==> src/rtl/span_scheduler.sv <==
// Frame/scanline sequencer for a bank of triangle interpolators; forwards captured spans downstream.
// Optional SPAN_SCHED_STATS_EN adds saturating span and stall counters.
module span_scheduler #(
  parameter int          NUM_TRI = 4,
  parameter logic [7:0]  Y_LAST  = 8'd239
) (
  input  logic                   wb_clk_i,
  input  logic                   wb_rst_ni,
  input  logic                   start_i,
  input  logic [NUM_TRI-1:0]     tri_en_i,
  output logic [7:0]             y_o,
  output logic [NUM_TRI-1:0]     step_o,
  input  logic [8*NUM_TRI-1:0]   x_start_i,
  input  logic [8*NUM_TRI-1:0]   x_end_i,
  input  logic [NUM_TRI-1:0]     span_ok_i,
  output logic                   span_valid_o,
  input  logic                   span_ready_i,
  output logic [7:0]             span_y_o,
  output logic [7:0]             span_x0_o,
  output logic [7:0]             span_x1_o,
  output logic [2:0]             span_id_o,
  output logic                   busy_o,
  output logic                   frame_done_o,
`ifdef SPAN_SCHED_STATS_EN
  output logic [15:0]            span_cnt_o,
  output logic [15:0]            stall_cnt_o,
`endif
  output logic [2:0]             state_o
);

  typedef enum logic [2:0] {
    IDLE  = 3'd0,
    STEP  = 3'd1,
    CAPT  = 3'd2,
    EMIT  = 3'd3,
    NEXTL = 3'd4,
    DONE  = 3'd5
  } state_t;

  state_t               state;
  logic [NUM_TRI-1:0]   en_mask;
  logic [2:0]           idx;
  logic [7:0]           x0_q;
  logic [7:0]           x1_q;

  function automatic logic [2:0] lowest(input logic [NUM_TRI-1:0] m);
    logic [2:0] r;
    r = 3'd0;
    for (int i = NUM_TRI - 1; i >= 0; i--) begin
      if (m[i]) r = 3'(i);
    end
    return r;
  endfunction

  function automatic logic [NUM_TRI-1:0] onehot(input logic [2:0] k);
    logic [NUM_TRI-1:0] r;
    r = '0;
    for (int i = 0; i < NUM_TRI; i++) begin
      if (3'(i) == k) r[i] = 1'b1;
    end
    return r;
  endfunction

  // Priority search for the next enabled unit strictly above idx.
  logic       nxt_any;
  logic [2:0] nxt_idx;
  always_comb begin
    nxt_any = 1'b0;
    nxt_idx = 3'd0;
    for (int i = NUM_TRI - 1; i >= 0; i--) begin
      if (en_mask[i] && (3'(i) > idx)) begin
        nxt_any = 1'b1;
        nxt_idx = 3'(i);
      end
    end
  end

  logic [7:0] cur_xs;
  logic [7:0] cur_xe;
  logic       cur_ok;
  always_comb begin
    cur_xs = 8'd0;
    cur_xe = 8'd0;
    cur_ok = 1'b0;
    for (int i = 0; i < NUM_TRI; i++) begin
      if (3'(i) == idx) begin
        cur_xs = x_start_i[8*i +: 8];
        cur_xe = x_end_i[8*i +: 8];
        cur_ok = span_ok_i[i];
      end
    end
  end

  // Handshake: span_valid_o is held with stable fields until the cycle in which
  // span_ready_i is also high; that cycle is the single transfer.
  logic handshake;
  assign handshake = (state == EMIT) && span_ready_i;

  always_ff @(posedge wb_clk_i or negedge wb_rst_ni) begin
    if (!wb_rst_ni) begin
      state        <= IDLE;
      en_mask      <= '0;
      idx          <= 3'd0;
      y_o          <= 8'd0;
      step_o       <= '0;
      x0_q         <= 8'd0;
      x1_q         <= 8'd0;
      span_valid_o <= 1'b0;
      busy_o       <= 1'b0;
      frame_done_o <= 1'b0;
    end else begin
      case (state)
        IDLE: begin
          if (start_i) begin
            en_mask <= tri_en_i;
            y_o     <= 8'd0;
            if (tri_en_i == '0) begin
              state        <= DONE;
              frame_done_o <= 1'b1;
              busy_o       <= 1'b0;
            end else begin
              idx    <= lowest(tri_en_i);
              step_o <= onehot(lowest(tri_en_i));
              busy_o <= 1'b1;
              state  <= STEP;
            end
          end
        end
        STEP: begin
          step_o <= '0;
          state  <= CAPT;
        end
        CAPT: begin
          // Unit outputs are registered, so they are valid one cycle after the strobe.
          x0_q <= (cur_xs < cur_xe) ? cur_xs : cur_xe;
          x1_q <= (cur_xs < cur_xe) ? cur_xe : cur_xs;
          if (cur_ok) begin
            span_valid_o <= 1'b1;
            state        <= EMIT;
          end else if (nxt_any) begin
            idx    <= nxt_idx;
            step_o <= onehot(nxt_idx);
            state  <= STEP;
          end else begin
            state <= NEXTL;
          end
        end
        EMIT: begin
          if (handshake) begin
            span_valid_o <= 1'b0;
            if (nxt_any) begin
              idx    <= nxt_idx;
              step_o <= onehot(nxt_idx);
              state  <= STEP;
            end else begin
              state <= NEXTL;
            end
          end
        end
        NEXTL: begin
          if (y_o == Y_LAST) begin
            state        <= DONE;
            frame_done_o <= 1'b1;
            busy_o       <= 1'b0;
          end else begin
            y_o    <= y_o + 8'd1;
            idx    <= lowest(en_mask);
            step_o <= onehot(lowest(en_mask));
            state  <= STEP;
          end
        end
        DONE: begin
          frame_done_o <= 1'b0;
          state        <= IDLE;
        end
        default: begin
          state        <= IDLE;
          step_o       <= '0;
          span_valid_o <= 1'b0;
          busy_o       <= 1'b0;
          frame_done_o <= 1'b0;
        end
      endcase
    end
  end

  assign span_y_o  = y_o;
  assign span_id_o = idx;
  assign span_x0_o = x0_q;
  assign span_x1_o = x1_q;
  assign state_o   = state;

`ifdef SPAN_SCHED_STATS_EN
  logic [15:0] span_cnt_q;
  logic [15:0] stall_cnt_q;

  always_ff @(posedge wb_clk_i or negedge wb_rst_ni) begin
    if (!wb_rst_ni) begin
      span_cnt_q  <= 16'd0;
      stall_cnt_q <= 16'd0;
    end else if ((state == IDLE) && start_i) begin
      span_cnt_q  <= 16'd0;
      stall_cnt_q <= 16'd0;
    end else if (state == EMIT) begin
      if (span_ready_i && (span_cnt_q != 16'hFFFF)) span_cnt_q <= span_cnt_q + 16'd1;
      if (!span_ready_i && (stall_cnt_q != 16'hFFFF)) stall_cnt_q <= stall_cnt_q + 16'd1;
    end
  end

  assign span_cnt_o  = span_cnt_q;
  assign stall_cnt_o = stall_cnt_q;
`endif

endmodule
==> config.mk <==
export PLATFORM = sky130hd
export DESIGN_NAME = span_scheduler
export DESIGN_NICKNAME = d
export VERILOG_FILES = /design/src/rtl/span_scheduler.sv
export SDC_FILE = /design/constraint.sdc
export NUM_CORES = 1
export LEC_CHECK = 0
export CAP_MARGIN = 40
export CORE_AREA = 2 2 81 83
export CTS_CLUSTER_SIZE = 12
export DETAILED_ROUTE_END_ITERATION = 10
export DIE_AREA = 0 0 83 85
export GPL_ROUTABILITY_DRIVEN = 0
export GPL_TIMING_DRIVEN = 0
export PLACE_DENSITY = 0.86
export SYNTH_ARGS = -nofsm -noshare
export SYNTH_HDL_FRONTEND = slang
export SYNTH_SLANG_ARGS = --single-unit
==> constraint.sdc <==
create_clock -name wb_clk_i -period 6 [get_ports wb_clk_i]
set_input_delay 1.5 -clock wb_clk_i [delete_from_list [all_inputs] [get_ports wb_clk_i]]
set_output_delay 1.5 -clock wb_clk_i [all_outputs]
set_load 0.02 [all_outputs]
Word-level counts from Yosys, hierarchy flattened
Index checks and enable logic that the tools add are counted.
{"block": "totals", "ff_bits": 41, "out_inout_bits": 45, "word_cells": 149}
{"block": "op_classes", "n_addsub": 1, "order_cmp": 5, "n_eq_ne": 26, "muxes": 79, "bitwise": 4, "reduce_logical": 24}
{"cell": "$mux 8", "n": 12}
{"cell": "$mux 3", "n": 23}
{"cell": "$mux 1", "n": 28}
{"cell": "$eq 2x3->1 const A", "n": 8}
{"cell": "$mux 4", "n": 6}
{"cell": "$pmux 4 s5", "n": 1}
{"cell": "$ne 2x2->1 const B", "n": 8}
{"cell": "$pmux 8 s2", "n": 1}
{"cell": "$logic_not 3->1", "n": 5}
{"cell": "$pmux 3 s5", "n": 1}
{"cell": "$eq 1x3->1 const A", "n": 4}
{"cell": "$pmux 3 s4", "n": 1}
{"cell": "$reduce_and 6->1", "n": 2}
{"cell": "$pmux 1 s3", "n": 3}
{"cell": "$reduce_and 3->1", "n": 3}
{"cell": "$add 8x1->8 const B", "n": 1}
{"cell": "$eq 8x8->1 const B", "n": 1}
{"cell": "$lt 8x8->1", "n": 1}
{"cell": "$reduce_or 4->1", "n": 2}
{"cell": "$eq 3x2->1 const B", "n": 2}
{"cell": "$eq 3x3->1 const B", "n": 2}
{"cell": "$gt 1x3->1 const A", "n": 2}
{"cell": "$gt 2x3->1 const A", "n": 2}
{"cell": "$mux 2", "n": 3}
{"cell": "9 further kinds", "n": 17}

Depth between registers and ports, before layout
Gate-level depths: netlist (run 1).
{"block": "logic_depth", "ltp_word": 12, "mapped_depth": 11}

Worst setup path before layout (run 1)
No wires, ideal clock.
{"block": "synth_path", "path_type": "input -> register", "from": "in x_start_i[29]", "to": "reg x0_q[4] (netlist: span_x0_o[4])", "setup_time_ns": 0.137, "arrival_ns": 3.721, "t_required_ns": 5.863, "setup_slack_ns": 2.142, "stages": 8, "path_buffers": 1, "path_cell_list": "mux4_2 -> ha_1 -> a41o_1 -> and2_1 -> a2111oi_4 -> buf_6 -> mux2i_1 -> a21oi_1"}
{"block": "synth_between", "elab_chain_cells": 3}
{"element": "start, declared", "line_no": "13", "text": "input logic [8*NUM_TRI-1:0] x_start_i,"}
{"element": "$mux 8", "line_no": "86", "text": "if (3'(i) == idx) begin"}
{"element": "$lt 8x8->1", "line_no": "135", "text": "x0_q <= (cur_xs < cur_xe) ? cur_xs : cur_xe;"}
{"element": "$mux 8", "line_no": "135"}
{"element": "end signal, assigned", "line_no": "135"}
{"element": "end, declared", "line_no": "43", "text": "logic [7:0] x0_q;"}
No other way between the ends.
A chain may end at the register's enable or synchronous reset.

Worst setup path after layout (run 1)
{"block": "layout_path", "from": "in x_start_i[13]", "to": "reg x1_q[4] (netlist: span_x1_o[4])"}
{"block": "layout_between", "elab_chain_cells": 5}
{"element": "$mux 8 (3 in a row)", "line_no": "86"}
{"element": "$lt 8x8->1", "line_no": "136", "text": "x1_q <= (cur_xs < cur_xe) ? cur_xe : cur_xs;"}
{"element": "$mux 8", "line_no": "136"}
{"element": "end signal, assigned", "line_no": "136"}
{"element": "end, declared", "line_no": "44", "text": "logic [7:0] x1_q;"}
No other way between the ends.

==> impl_metrics.toml, run 1 <==
[timing]
worst_pin_slew_ps = 783.4
setup_viol = 0
max_freq_mhz = 233.4
finClkSkew_ps = 3.335
fin_setup_tns_ps = 0
max_slew_margin = 0.4777
rsz0062_at_grt = "false"
finalHoldViolCount = 0
slew_violations = 0
period_needed_ps = 4284
fin_crit_sh = 0.7141
fin_ws_ps = 1716

[worst_hold_path]
hold_depth = 1
hold_class = "register to register"

[layout]
drive_above_1_share = 0.1217
diodes = 0
area.growth.synth_to_final_pct = 48.94
stdcell_count = 496
nNetsFinal = 502

[place]
port_buffers = 119
dp_slack_ps = 1397
dp_hpwl_um = 6575
placedCellCount = 488

[logic_synthesis]
ys_seq_elements = 40
synth.most_common_cell = "dfrtp_1"
async_reset_ff_frac = 1.000
yosys_warnings = 0
synth_edf_count = 0
synth.area.mux_share = 0.2111
synth_top_family_by_area = "multiplexers"
yosys-top-cells-count = "40 x dfrtp_1, 32 x nor2_1, 23 x a21oi_1"
synth_area_leader_cell = "dfrtp_1"
ys_types = 48
synthTopCellsByArea = "dfrtp_1 35%, mux4_2 13%, mux2i_1 5.3%, nor2_1 4.2%, a21oi_1 4.0%"
synthAdderAreaFrac = 0.03518
synth_xor_area_frac = 0.01847
ys_seq_area_frac = 0.3518
synth_compound_area_frac = 0.1535
synth-simple-area-share = 0.1671
synth_flop_cell = "dfrtp_1"
postSynthCellCount = 291
syn_area_mm2 = 0.002845
synth_top_area_frac = 0.3518
synth_area_per_cell_um2 = 9.777
postSynthNetCount = 375

[clock_tree]
cts_tree = "done"
clk_path_buf_depth = 2
ctsRootBufferMaster = "clkbuf_8"
cts.sinks = 40
postCtsHoldBufs = 0
cts_made_buffers = 5
ctsResizeCount = 0
clk_latency_ps = 290
post_cts_buffers = 0
cts_max_level = 2
clk_pin_slew_ps = 70

[setup_path]
r2r_cells = 11
worstPathArrival_ps = 4440
startpoint_type = "input pin"
path_delay_family = "compound AO/OA/AOI/OAI gates"
reg2reg_slack_ps = 1940
r2r-start = "span_id_o[1]"
cp-endpoint = "span_x1_o[4]"
slowest_stage = "a2111oi_4"
cpPeakStageDelay_ps = 600
r2r_end = "span_x1_o[4]"
crit_fanout = 10
crit_chain = "clkdlybuf4s50_1 -> mux4_2 -> ha_1 -> a41o_1 -> and2_1 -> a2111oi_4 -> buf_6 -> mux2i_1 -> a21oi_1"
cp.required_ps = 6160
critical_path.startpoint = "x_start_i[13]"
crit_path_end_kind = "register"
crit_type = "input pin to register"
path_depth = 9
crit_buf_inv = 2

[routing]
via_per_inst = 5.639
first_iter_violations = 158
drc = 0
routed_wl_um = 8457
ant_nets = 0
dr.pass1.iters = 4
vias = 2797
wire_per_inst_um = 17.05

[floorplan]
die_w_um = 83
start_util = 0.4586
dieArea_mm2 = 0.007055
io_pins = 121
core_area_mm2 = 0.006205
die_h_um = 85
core.rowCount = 29

[global_route]
grt_pass1_wl_um = 13720
grt_use_total = 0.2426
grt_pass1_vias = 2835
grt_max_degree = 38
antenna_found_initial = 0
gr-total-overflow = 0

[power]
cellLeakagePower_nw = 1.774
peakVddDrop_v = 0.0002510
cellPowerDensity_mw_per_mm2 = 482.6

[outcome]
status = "completed"

[job]
drv_cap = 0
report_power, final:
group / total [mW] / internal [mW] / switching (mW)
clock network: 0.188 / 0.0939 / 0.0938
logic: 1.40 / 0.665 / 0.733
registers: 0.459 / 0.376 / 0.0833
total: 2.05 / 1.13 / 0.910
cell type report:
type	instances	area, um^2
Multi-Input combinational cell	216	1669
Buffer	22	126.4
Fill cell	486	1967
Sequential cell	40	1001
Timing Repair Buffer	120	1206
Tap cell	77	96.34
Inverter	13	48.80
Clock buffer	8	90.09
how the worst min path moves through the flow:
stage / slack [ps] / from / endpoint
CTS: 520 / step_o[1] / step_o[1]
global route: 540 / step_o[1] / step_o[1]
detailed placement: 500 / step_o[1] / step_o[1]
finish: 520 / step_o[2] / step_o[2]
global placement: 500 / step_o[2] / step_o[2]
floorplan: 500 / en_mask[3] / en_mask[3]
routing by layer:
| metal | vias up | wire, um | track usage |
|---|---|---|---|
| met5 | - | 0 | 0 |
| met1 | 1334 | 3381 | 0.2768 |
| met4 | 0 | 83 | 0.06408 |
| met3 | 10 | 632 | 0.06712 |
| li1 | 1322 | - | - |
| met2 | 131 | 4359 | 0.4479 |
cell families (layout without fill, tap and decap cells):
| kind of cell | Yosys count | after routing |
|---|---|---|
| other cells | 1 | 1 |
| buf+inv | 35 | 163 |
| mux | 38 | 38 |
| compound gates | 68 | 68 |
| xor+xnor | 6 | 6 |
| simple gates | 95 | 95 |
| flops | 40 | 40 |
| fa+ha+maj | 8 | 8 |
placed cells by master (no fill, tap or decap), drive strengths merged, types with 2 or more instances in the layout:
master / count
mux2: 6
nor4: 2
nor2: 32
nor3b: 2
nand2b: 6
a2bb2oi: 2
buf: 14
or2: 3
nand3b: 2
ha: 8
or3b: 2
nand3: 3
and2: 3
or3: 2
and3: 3
mux4: 17
mux2i: 15
nand4: 3
a21oi: 23
o31ai: 3
nor2b: 3
xor2: 6
inv: 13
o21ai: 17
nor3: 6
clkbuf: 18
clkdlybuf4s50: 118
o31a: 2
a31oi: 6
dfrtp: 40
nand2: 21
o22ai: 5
registers in the layout, indices dropped and copies added, names as in the netlist:
signal	flops
busy_o	1
en_mask	4
frame_done_o	1
span_id_o	2
span_valid_o	1
span_x0_o	8
span_x1_o	8
span_y_o	8
state_o	3
step_o	4
per-stage QoR:
step	cell area (um^2)	util	power [mW]	hold WS, ps
after detailed placement	4148	0.6685	1.861	496.0
after global routing	4238	0.6830	2.199	541.0
final	4238	0.6830	2.045	520.5
after floorplan	2845	-	1.409	498.0
after CTS	4238	0.6830	2.056	524.5
after global placement	4133	0.6661	1.821	497.3
worst reg2reg max path: stages, from the launching register on:
cell and delay [ps]:
dfrtp_1 460, clkbuf_1 450, clkbuf_1 570, mux4_2 450, inv_1 80, ha_1 250, a41o_1 260, and2_1 200
a2111oi_4 600, buf_6 260, mux2i_1 250, a21oi_1 100
(Power assumes the default switching activity.)
==> inputs of run 2 (changes only) <==
CORE_AREA = 2 2 85 87   (was 2 2 81 83)
DIE_AREA = 0 0 87 89   (was 0 0 83 85)
PLACE_DENSITY = 0.79   (was 0.86)
clock period = 4 ns   (was 6 ns; I/O delays follow)
==> run 2 against run 1 <==
Cell area is 1.1% higher. Die area is 9.8% higher. Wire length rose by 1.8%. Via count down 2.0%. Sequential cell count is the same. Sequential power increased by 54%. Non-clock buffer count down 1. Critical path depth is 2 higher. Worst hold slack worse by 11 ps. First-iteration DRC count shrank 26%. Clock power is 98% higher. Sequential share of layout area is 0.26 points lower. Largest power group unchanged.
==> impl_metrics.toml, run 2 (same netlist as run 1, synthesis figures left out) <==
[timing]
fin_ws_ps = 327.6
rsz0062_at_grt = "false"
finalHoldViolCount = 0
worst_pin_slew_ps = 798.4
slew_violations = 0
fin_crit_sh = 0.9181
finClkSkew_ps = 1.546
max_freq_mhz = 272.3
max_slew_margin = 0.4677
setup_viol = 0
period_needed_ps = 3672

[power]
fin_total_pwr_mw = 3.172
cellLeakagePower_nw = 1.799
cellPowerDensity_mw_per_mm2 = 740.3
peakVddDrop_v = 0.0003464

[layout]
nNetsFinal = 501
area.growth.synth_to_final_pct = 50.62
final_cell_mix = "118 x clkdlybuf4s50_1, 40 x dfrtp_1, 32 x nor2_1"
regArea_mm2 = 0.001001
drive_above_1_share = 0.1292
nFillCells = 560
mostFrequentLayoutCell = "clkdlybuf4s50_1"
diodes = 0
fin_area_mm2 = 0.004285
multi_input_area_mm2 = 0.001669

[clock_tree]
cts_tree = "done"
clk_path_buf_depth = 2
cts_max_level = 2
postCtsHoldBufs = 0
ctsRootBufferMaster = "clkbuf_8"
cts.sinks = 40
clk_pin_slew_ps = 80
clk_latency_ps = 300
cts_made_buffers = 5

[floorplan]
die_h_um = 89
io_pins = 121
die_w_um = 87
start_util = 0.4235
core.rowCount = 30
core_area_mm2 = 0.006719
dieArea_mm2 = 0.007743

[job]
drv_cap = 0

[global_route]
grt_use_total = 0.2227
gr-total-overflow = 0
grt_pass1_wl_um = 13380
antenna_found_initial = 0
grt_pass1_vias = 2731
grt_max_degree = 24

[routing]
first_iter_violations = 117
wire_per_inst_um = 17.28
via_per_inst = 5.502
drc = 0
dr.pass1.iters = 4
vias = 2740
routed_wl_um = 8607
ant_nets = 0

[worst_hold_path]
min_from = "busy_o"
hold_class = "register to register"

[place]
dp_hpwl_um = 6946
dp_slack_ps = -73.15
dpl_cell_area_mm2 = 0.004159
port_buffers = 119

[setup_path]
crit_type = "register to register"
slowest_stage = "mux4_2"
startpoint_type = "register"
cpPeakStageDelay_ps = 580
crit_chain = "buf_2 -> clkbuf_4 -> mux4_2 -> inv_1 -> ha_1 -> a41o_1 -> and2_1 -> a2111oi_4 -> buf_6 -> mux2i_1 -> a21oi_1"
worstPathArrival_ps = 3840
critical_path.startpoint = "span_id_o[0]"
r2r-start = "span_id_o[0]"
crit_path_end_kind = "register"
crit_fanout = 10
cp.required_ps = 4170

[outcome]
status = "completed"
-- run 2: changes by cell type in the layout (fill, tap and decap cells not counted), sizes merged --
cell	before	now
buf	14	13
bufinv	0	1
clkbuf	18	17
-- run 2: area by class of cell --
| type | instances | share of cell area |
|---|---|---|
| well taps | 80 | 0.02336 |
| clock buffers | 7 | 0.02248 |
| clock inverters | 1 | 0.007007 |
| multi-input cells | 216 | 0.3895 |
| repair buffers | 120 | 0.2832 |
| flip-flops and latches | 40 | 0.2336 |
| plain buffers | 21 | 0.02949 |
| inverters | 13 | 0.01139 |
-- run 2: path summary, 6_finish.rpt --
kind,cells past startpoint,to,slack (ps)
worst max-delay path,11,span_x0_o[5],330
worst min-delay path,2,busy_o,510
worst max register to register,11,span_x0_o[5],330
worst min register to register,2,busy_o,510
max in group asynchronous,2,state_o[1],2900
min in group asynchronous,1,en_mask[2],640
-- run 2: critical path, delay by kind of cell (launching register included) --
kind / cells / cell delay (ps)
buf+inv: 4 / 1020
mux: 2 / 820
compound gates: 3 / 800
flops: 1 / 440
fa+ha+maj: 1 / 240
simple gates: 1 / 200
-- run 2: stage by stage --
stage	TNS, ps	instances	utilization	hold WS [ps]
after floorplan	0	291	-	498.0
after global placement	-41.35	490	0.6156	492.2
after detailed placement	-409.4	491	0.6190	497.6
after CTS	0	499	0.6380	512.1
after global routing	0	498	0.6378	539.7
final	0	498	0.6378	509.7
-- run 2: repair_timing --
item / in CTS / in global routing
pin swaps: 0 / 1
gates resized for setup: 1 / 1
endpoints found under the setup margin: 10 / 10
setup buffers: 0 / 0
-- run 2: power by group --
group	internal (mW)	total [mW]	switching, mW
sequential	0.563	0.706	0.143
combinational	0.995	2.09	1.10
clock	0.220	0.372	0.151
-- run 2: per-layer routing --
layer	part of all wire	vias to the layer above	global-route usage
met4	0.0074	0	0.04688
met3	0.058	7	0.04709
li1	-	1314	-
met5	0	-	0
met2	0.53	97	0.4011
met1	0.40	1322	0.2760
==> inputs of run 3 (changes only) <==
GPL_ROUTABILITY_DRIVEN = 1   (was 0)
==> run 3 against run 2 <==
First-iteration DRC count is 1.7% higher. Setup slack worse by 23 ps. Sequential share of layout area is 0.27 points higher. Clock power is 30% lower. Sequential power is 0.7% higher. Sequential cell count stayed put.
==> impl_metrics.toml, run 3 (same netlist as run 1, synthesis figures left out) <==
[clock_tree]
clk_pin_slew_ps = 70
postCtsHoldBufs = 0
cts_max_level = 2
clk_latency_ps = 300
cts_made_buffers = 5
cts.sinks = 40
cts_tree = "done"
ctsRootBufferMaster = "clkbuf_8"
clk_path_buf_depth = 2
post_cts_buffers = 0

[floorplan]
core_area_mm2 = 0.006719
dieArea_mm2 = 0.007743
start_util = 0.4235
core.rowCount = 30
die_h_um = 89
die_w_um = 87
io_pins = 121

[power]
p_sw_mw = 1.388
combPwrFrac = 0.683
intPower_mw = 1.677
pwr-share-seq = 0.232
cellPowerDensity_mw_per_mm2 = 723.5
peakVddDrop_v = 0.0003002
fin_total_pwr_mw = 3.065
swShare = 0.4528
cellLeakagePower_nw = 1.776
clkPwrFrac = 0.085

[place]
port_buffers = 119
gp_congestion = 0.8814
dp_hpwl_um = 7100
placedCellCount = 491

[routing]
drc = 0
ant_nets = 0
routed_wl_um = 8812
vias = 2754
via_per_inst = 5.541
wire_per_inst_um = 17.73
dr.pass1.iters = 6
first_iter_violations = 119

[layout]
area.growth.synth_to_final_pct = 48.90
fin_util = 0.6305
nNetsFinal = 501
drive_above_1_share = 0.1247
final_cell_mix = "118 x clkdlybuf4s50_1, 40 x dfrtp_1, 32 x nor2_1"
stdcell_count = 497
diodes = 0
mostFrequentLayoutCell = "clkdlybuf4s50_1"

[timing]
max_freq_mhz = 270.6
period_needed_ps = 3696
setup_viol = 0
rsz0062_at_grt = "false"
finalHoldViolCount = 0
fin_crit_sh = 0.9239
slew_violations = 0
finClkSkew_ps = 10.39
max_slew_margin = 0.4510
worst_pin_slew_ps = 823.6

[setup_path]
crit_chain = "buf_2 -> clkbuf_4 -> mux4_2 -> inv_1 -> ha_1 -> a41o_1 -> and2_1 -> a2111oi_4 -> buf_6 -> mux2i_1 -> a21oi_1"
crit_fanout = 10
slowest_stage = "mux4_2"
crit_type = "register to register"
cp.required_ps = 4150
worstPathArrival_ps = 3840
cpPeakStageDelay_ps = 580
startpoint_type = "register"
path_delay_family = "buffers and inverters"
crit_buf_inv = 4
crit_path_end_kind = "register"

[global_route]
grt_max_degree = 24
grt_pass1_wl_um = 13570
gr-total-overflow = 0
grt_use_total = 0.2258
antenna_found_initial = 0
grt_pass1_vias = 2720

[job]
drv_cap = 0

[worst_hold_path]
hold_class = "register to register"

[outcome]
status = "completed"
[run 3: changes by cell type in the layout (fill, tap and decap cells not counted)]
cell and change:
clkbuf_8 -2, clkbuf_1 +1, clkinv_2 +1, bufinv_16 -1
[run 3: through the flow]
step	area [um^2]	setup TNS, ps	setup slack (ps)	hold slack, ps
after CTS	4238	0	66.04	515.0
after global placement	4136	-33.73	-31.61	492.3
after global routing	4237	0	87.95	532.6
final	4237	0	304.4	508.9
after detailed placement	4159	-215.2	-54.61	498.3
after floorplan	2845	0	482.3	498.0
[run 3: area by class of cell]
type | count | area [um^2]
Buffer | 21 | 126.4
Clock buffer | 6 | 72.57
Clock inverter | 1 | 5.005
Fill cell | 585 | 2482
Inverter | 13 | 48.80
Multi-Input combinational cell | 216 | 1669
Sequential cell | 40 | 1001
Tap cell | 80 | 100.1
Timing Repair Buffer | 120 | 1214
[run 3: path summary, 6_finish.rpt]
path | from | to | cells past startpoint | slack [ps]
setup / recovery | span_id_o[0] | span_x0_o[7] | 11 | 300
hold / removal | step_o[1] | step_o[1] | 1 | 510
setup reg to reg | span_id_o[0] | span_x0_o[7] | 11 | 300
hold reg to reg | step_o[1] | step_o[1] | 1 | 510
max in group asynchronous | wb_rst_ni | span_x1_o[0] | 2 | 2870
min in group asynchronous | wb_rst_ni | span_y_o[6] | 1 | 650
[run 3: repair_timing]
action                     4_1_cts  5_1_grt
gates resized for setup          1        1
hold endpoints to repair         0        0
setup endpoints to repair        8       10
pin swaps                        0        1
[run 3: power by group through the flow]
| stage | Sequential [mW] | Combinational, mW | Clock, mW |
|---|---|---|---|
| 2_1_floorplan | 0.835 | 1.28 | 0 |
| 3_3_place_gp | 0.696 | 2.06 | 0 |
| 3_5_place_dp | 0.706 | 2.11 | 0 |
| 4_1_cts | 0.698 | 2.12 | 0.261 |
| 5_1_grt | 0.738 | 2.26 | 0.282 |
| 6_report | 0.711 | 2.09 | 0.260 |
[run 3: layer usage]
layer	up-vias	GRT usage	part of all wire
met1	1340	0.2857	0.40
met5	-	0	0
met3	11	0.03878	0.052
met4	0	0.06108	0.015
met2	99	0.4004	0.53
li1	1304	-	-
